==> config.mk <==
export PLATFORM = sky130hd
export DESIGN_NAME = wb_arbiter_stage
export DESIGN_NICKNAME = d
export VERILOG_FILES = /design/src/rtl/wb_arbiter_stage.sv
export SDC_FILE = /design/constraint.sdc
export NUM_CORES = 1
export LEC_CHECK = 0
export ABC_AREA = 0
export BUFFER_PORTS_ARGS = -buffer_cell sky130_fd_sc_hd__buf_2
export CELL_PAD_IN_SITES_DETAIL_PLACEMENT = 0
export CELL_PAD_IN_SITES_GLOBAL_PLACEMENT = 1
export CORE_MARGIN = 4
export CORE_UTILIZATION = 37
export CTS_CLUSTER_DIAMETER = 60
export DETAILED_ROUTE_END_ITERATION = 7
export HOLD_SLACK_MARGIN = 0.08
export PLACE_DENSITY = 0.8
export SLEW_MARGIN = 0
export SYNTH_ARGS = -nofsm -noshare
export SYNTH_HDL_FRONTEND = slang
export SYNTH_SLANG_ARGS = --single-unit
==> constraint.sdc <==
create_clock -name clk -period 2.34 [get_ports clk]
set_clock_uncertainty 0.1 [all_clocks]
set_input_delay 0.117 -clock clk [delete_from_list [all_inputs] [get_ports clk]]
set_output_delay 0.117 -clock clk [all_outputs]
set_load 0.1 [all_outputs]
==> src/rtl/wb_arbiter_stage.sv <==
// rtl/wb_arbiter_stage.sv - MEM/WB register with late-result FIFO sharing the register-file write port
module wb_arbiter_stage #(
    parameter int XLEN       = 32,
    parameter int NSRC       = 5,
    parameter int SELW       = 3,
    parameter int LATE_DEPTH = 2
) (
    input  logic                 clk,
    input  logic                 rst,
    input  logic                 valid_m,
    input  logic                 reg_write_m,
    input  logic [SELW-1:0]      result_src_m,
    input  logic [4:0]           rd_m,
    input  logic [NSRC*XLEN-1:0] src_data_m,
    output logic                 stall_o,
    input  logic                 late_valid,
    output logic                 late_ready,
    input  logic [4:0]           late_rd,
    input  logic [XLEN-1:0]      late_data,
    output logic                 we3,
    output logic [4:0]           a3,
    output logic [XLEN-1:0]      wd3,
    output logic                 fwd_valid,
    output logic [4:0]           fwd_rd,
    output logic [XLEN-1:0]      fwd_data,
    output logic [31:0]          late_busy
);

    localparam int PTRW = (LATE_DEPTH > 1) ? $clog2(LATE_DEPTH) : 1;
    localparam int CNTW = PTRW + 1;
    localparam logic [CNTW-1:0] FULL_CNT = CNTW'(LATE_DEPTH);

    logic            wb_valid_q, wb_valid_d;
    logic            wb_reg_write_q, wb_reg_write_d;
    logic [4:0]      wb_rd_q, wb_rd_d;
    logic [XLEN-1:0] wb_data_q, wb_data_d;

    logic [4:0]      fifo_rd_q   [LATE_DEPTH];
    logic [4:0]      fifo_rd_d   [LATE_DEPTH];
    logic [XLEN-1:0] fifo_data_q [LATE_DEPTH];
    logic [XLEN-1:0] fifo_data_d [LATE_DEPTH];
    logic [PTRW-1:0] wr_ptr_q, wr_ptr_d;
    logic [PTRW-1:0] rd_ptr_q, rd_ptr_d;
    logic [CNTW-1:0] count_q, count_d;

    logic            fifo_full, fifo_empty, pipe_req, late_sel, push, pop;
    logic [XLEN-1:0] sel_data;
    logic [31:0]     busy_c;

    always_comb begin
        fifo_full  = (count_q == FULL_CNT);
        fifo_empty = (count_q == '0);
        pipe_req   = wb_valid_q & wb_reg_write_q & (wb_rd_q != 5'd0);
        // Late results preempt the pipeline only when they have nowhere else to wait.
        late_sel   = ~fifo_empty & (~pipe_req | fifo_full);
        pop        = late_sel;
        stall_o    = fifo_full & pipe_req;
        late_ready = ~fifo_full;
        push       = late_valid & late_ready & (late_rd != 5'd0);
    end

    always_comb begin
        sel_data = '0;
        for (int k = 0; k < NSRC; k++) begin
            if (result_src_m == SELW'(k)) begin
                sel_data = src_data_m[k*XLEN +: XLEN];
            end
        end
    end

    always_comb begin
        wb_valid_d     = wb_valid_q;
        wb_reg_write_d = wb_reg_write_q;
        wb_rd_d        = wb_rd_q;
        wb_data_d      = wb_data_q;
        if (!stall_o) begin
            wb_valid_d     = valid_m;
            wb_reg_write_d = reg_write_m;
            wb_rd_d        = rd_m;
            wb_data_d      = sel_data;
        end
    end

    always_comb begin
        fifo_rd_d   = fifo_rd_q;
        fifo_data_d = fifo_data_q;
        wr_ptr_d    = wr_ptr_q;
        rd_ptr_d    = rd_ptr_q;
        count_d     = count_q;
        if (push) begin
            fifo_rd_d[wr_ptr_q]   = late_rd;
            fifo_data_d[wr_ptr_q] = late_data;
            wr_ptr_d              = wr_ptr_q + PTRW'(1);
        end
        if (pop) begin
            rd_ptr_d = rd_ptr_q + PTRW'(1);
        end
        case ({push, pop})
            2'b10:   count_d = count_q + CNTW'(1);
            2'b01:   count_d = count_q - CNTW'(1);
            default: count_d = count_q;
        endcase
    end

    always_comb begin
        we3 = 1'b0;
        a3  = 5'd0;
        wd3 = '0;
        if (late_sel) begin
            we3 = 1'b1;
            a3  = fifo_rd_q[rd_ptr_q];
            wd3 = fifo_data_q[rd_ptr_q];
        end else if (pipe_req) begin
            we3 = 1'b1;
            a3  = wb_rd_q;
            wd3 = wb_data_q;
        end
        fwd_valid = we3;
        fwd_rd    = a3;
        fwd_data  = wd3;
    end

    // An entry is live when its distance from the read pointer is below the count.
    always_comb begin : busy_calc
        logic [PTRW-1:0] off;
        off    = '0;
        busy_c = '0;
        for (int i = 0; i < LATE_DEPTH; i++) begin
            off = PTRW'(i) - rd_ptr_q;
            if (CNTW'(off) < count_q) begin
                busy_c[fifo_rd_q[i]] = 1'b1;
            end
        end
        late_busy = busy_c;
    end

    always_ff @(posedge clk or negedge rst) begin
        if (!rst) begin
            wb_valid_q     <= 1'b0;
            wb_reg_write_q <= 1'b0;
            wb_rd_q        <= 5'd0;
            wb_data_q      <= '0;
            wr_ptr_q       <= '0;
            rd_ptr_q       <= '0;
            count_q        <= '0;
            for (int i = 0; i < LATE_DEPTH; i++) begin
                fifo_rd_q[i]   <= 5'd0;
                fifo_data_q[i] <= '0;
            end
        end else begin
            wb_valid_q     <= wb_valid_d;
            wb_reg_write_q <= wb_reg_write_d;
            wb_rd_q        <= wb_rd_d;
            wb_data_q      <= wb_data_d;
            wr_ptr_q       <= wr_ptr_d;
            rd_ptr_q       <= rd_ptr_d;
            count_q        <= count_d;
            fifo_rd_q      <= fifo_rd_d;
            fifo_data_q    <= fifo_data_d;
        end
    end

endmodule
==> reports/metrics.yaml <==
status:
  status: "finished with violations"
  violations: "setup timing"
drt:
  via_count: 7915
  route.detailed.drc: 0
  via_per_inst: 5.28
  antenna_left: 0
  wl_per_cell_um: 19.7
  drt_iter0_drc: 231
  drt-total-wl_um: 29500
  firstDrtPassIters: 7
critical_path:
  timing.rr.start: "wb_rd_q[0]"
  regToRegSetupSlack_ns: 0.05
  reg2reg_to: "wb_data_q[11]"
  cp.arrival_ns: 2.55
  cp-start-kind: "register"
  reg2reg_depth: 7
  path_max_fanout: 7
  required_ns: 2.12
  end_kind: "output port"
  path_class: "register to output port"
grt:
  grt_pass1_wl_um: 45600
  grt_max_degree: 55
  grt_usage_pct: 23.6
  grt_pass1_vias: 8236
  antenna_found_initial: 0
  grt-ovfl-total: 0
yosys:
  synth_area_um2: 8180
  synthCells: 792
  async_flop_share_pct: 100
  yosysTopAreaCell: "dfrtp_1"
  yosysTopAreaCellShare_pct: 35.8
  avgSynthCellArea_um2: 10.3
  ys_ff_latch: 117
  yosysSeqAreaShare_pct: 35.8
  synth_nets: 1003
  yosys-top-cells-area: "dfrtp_1 36%, mux2i_1 12%, mux2_4 9.0%"
  synth_edf_count: 0
  synth_cell_types: 42
  synth_top_flop_cell: "dfrtp_1"
  ys_warn_count: 0
job:
  maxCapViolCount: 0
sta:
  rsz0062_at_grt: "true"
  finalCritPeriodShare_pct: 118
  fmax_mhz: 362
  drv_slew: 0
  layout_setup_ws_ns: -0.424
  tightestPinTransition_ns: 0.944
  finalSetupViolCount: 77
  relSlewSlack_pct: 37.0
  finalHoldViolCount: 0
  min_period_ns: 2.76
floorplan:
  num_rows: 54
  coreArea_um2: 21800
  pin_count: 320
  dieWidth_um: 157
  fp.dieH_um: 157
  start_util_pct: 37.6
  dieArea_um2: 24500
clock_tree:
  cts.sink_count: 117
  clock_latency_ns: 0.41
  cts_buffers: 17
  path_clk_slew_ns: 0.06
  tritoncts: "yes"
  clockRootBuffer: "clkbuf_16"
  clock_path_buffers: 2
  cts_max_level: 4
final_layout:
  drive_above_1_share_pct: 52.9
  stdcell_count: 1500
  final_cell_mix: "208 x buf_2, 131 x dlygate4sd3_1, 123 x buf_12"
  final_common_cell: "buf_2"
  area_growth_syn_to_layout_pct: 80.9
  nNetsFinal: 1417
place:
  dp_hpwl_um: 21100
  placed_cells: 1324
  numPortBuffers: 319
  gp_congestion: 0.811
hold_path:
  hold_class: "input pin to register"
  hold_path_end: "wb_data_q[23]"
  hold_depth: 4
  min-delay-start: "src_data_m[55]"
-- how the worst max path moves through the flow --
stage / start / endpoint / depth (start not counted)
4_1_cts: wb_rd_q[0] / wd3[21] / 7
5_1_grt: wb_rd_q[0] / fwd_data[23] / 7
2_1_floorplan: wb_rd_q[0] / fwd_rd[0] / 5
6_report: wb_rd_q[0] / fwd_data[23] / 7
3_5_place_dp: wb_rd_q[0] / wd3[21] / 7
3_3_place_gp: wb_rd_q[0] / fwd_data[20] / 7
-- metrics by stage --
stage | util [%] | instance area [um^2] | setup TNS (ns) | hold WS (ns) | setup WS, ns
2_1_floorplan | - | 9560 | -25.53 | -0.279 | -0.463
3_3_place_gp | 57.2 | 12500 | 0 | 0.0491 | 0.00448
3_5_place_dp | 57.2 | 12500 | -0.176 | 0.0522 | -0.0261
4_1_cts | 67.3 | 14600 | -30.88 | 0.0837 | -0.473
5_1_grt | 68.0 | 14800 | -34.51 | 0.0983 | -0.513
6_report | 68.0 | 14800 | -27.52 | 0.0829 | -0.424
-- routing by layer --
metal / track usage (%) / part of all wire (%) / wire, um
met5: 0 / 0 / 0
met4: 7.60 / 2.4 / 713
met3: 3.37 / 4.4 / 1300
met2: 41.5 / 51 / 15100
met1: 30.0 / 42 / 12400
-- cell usage after synthesis, types with 2 or more instances --
library cell,instances
buf_2,16
or3_1,4
dfrtp_1,117
nand3b_1,9
mux2_2,61
clkbuf_1,32
buf_12,6
o21ai_0,37
buf_1,5
or3b_2,5
nand2_1,107
buf_4,39
o22a_1,32
o22ai_1,32
and2_1,2
xnor2_1,3
inv_1,4
mux2i_1,101
nor2_1,5
clkbuf_2,2
o221ai_1,32
buf_6,5
a21oi_1,34
or2_2,32
nand2b_1,3
nand3_1,3
mux2_4,49
-- state kept, by name, summed over array words and instances, names as in the netlist --
register,flops
rd_ptr_q,1
wb_reg_write_q,1
wb_rd_q,5
fifo_rd_q,10
count_q,2
wr_ptr_q,1
fifo_data_q,64
wb_valid_q,1
wb_data_q,32
-- worst max-delay path: stages (launching register included) --
cell,delay (ns)
dfrtp_1,0.37
or4_4,0.56
o21ai_4,0.20
buf_12,0.14
buf_12,0.15
mux2i_4,0.25
o221ai_4,0.18
buf_12,0.25
-- logic make-up after synthesis --
logic type	Yosys count	share of synthesized area, %
mux	211	29.8
simple gates	176	10.5
compound gates	173	14.6
flops	117	35.8
buf+inv	110	8.77
xor+xnor	4	0.428
fa+ha+maj	1	0.153
-- timing repair --
| item | CTS | global route |
|---|---|---|
| resized for setup | 22 | 22 |
| gates cloned | 3 | 0 |
| setup endpoints to repair | 85 | 112 |
| hold buffers | 131 | 0 |
| hold endpoints to repair | 155 | 0 |
| buffers inserted | 3 | 6 |
| pin swaps | 1 | 0 |
-- area by class of cell --
type                    instances  area (um^2)
fillers                      1558         6960
multi-input cells             565         5660
repair buffers                500         5190
flip-flops and latches        117         2930
clock buffers                  18          439
well taps                     280          350
clock inverters                14          198
inverters                       5         22.5
diodes                          1         2.50
Power is not shown: default switching activity piles up to over one toggle a cycle in this logic, so the estimate is an artifact.
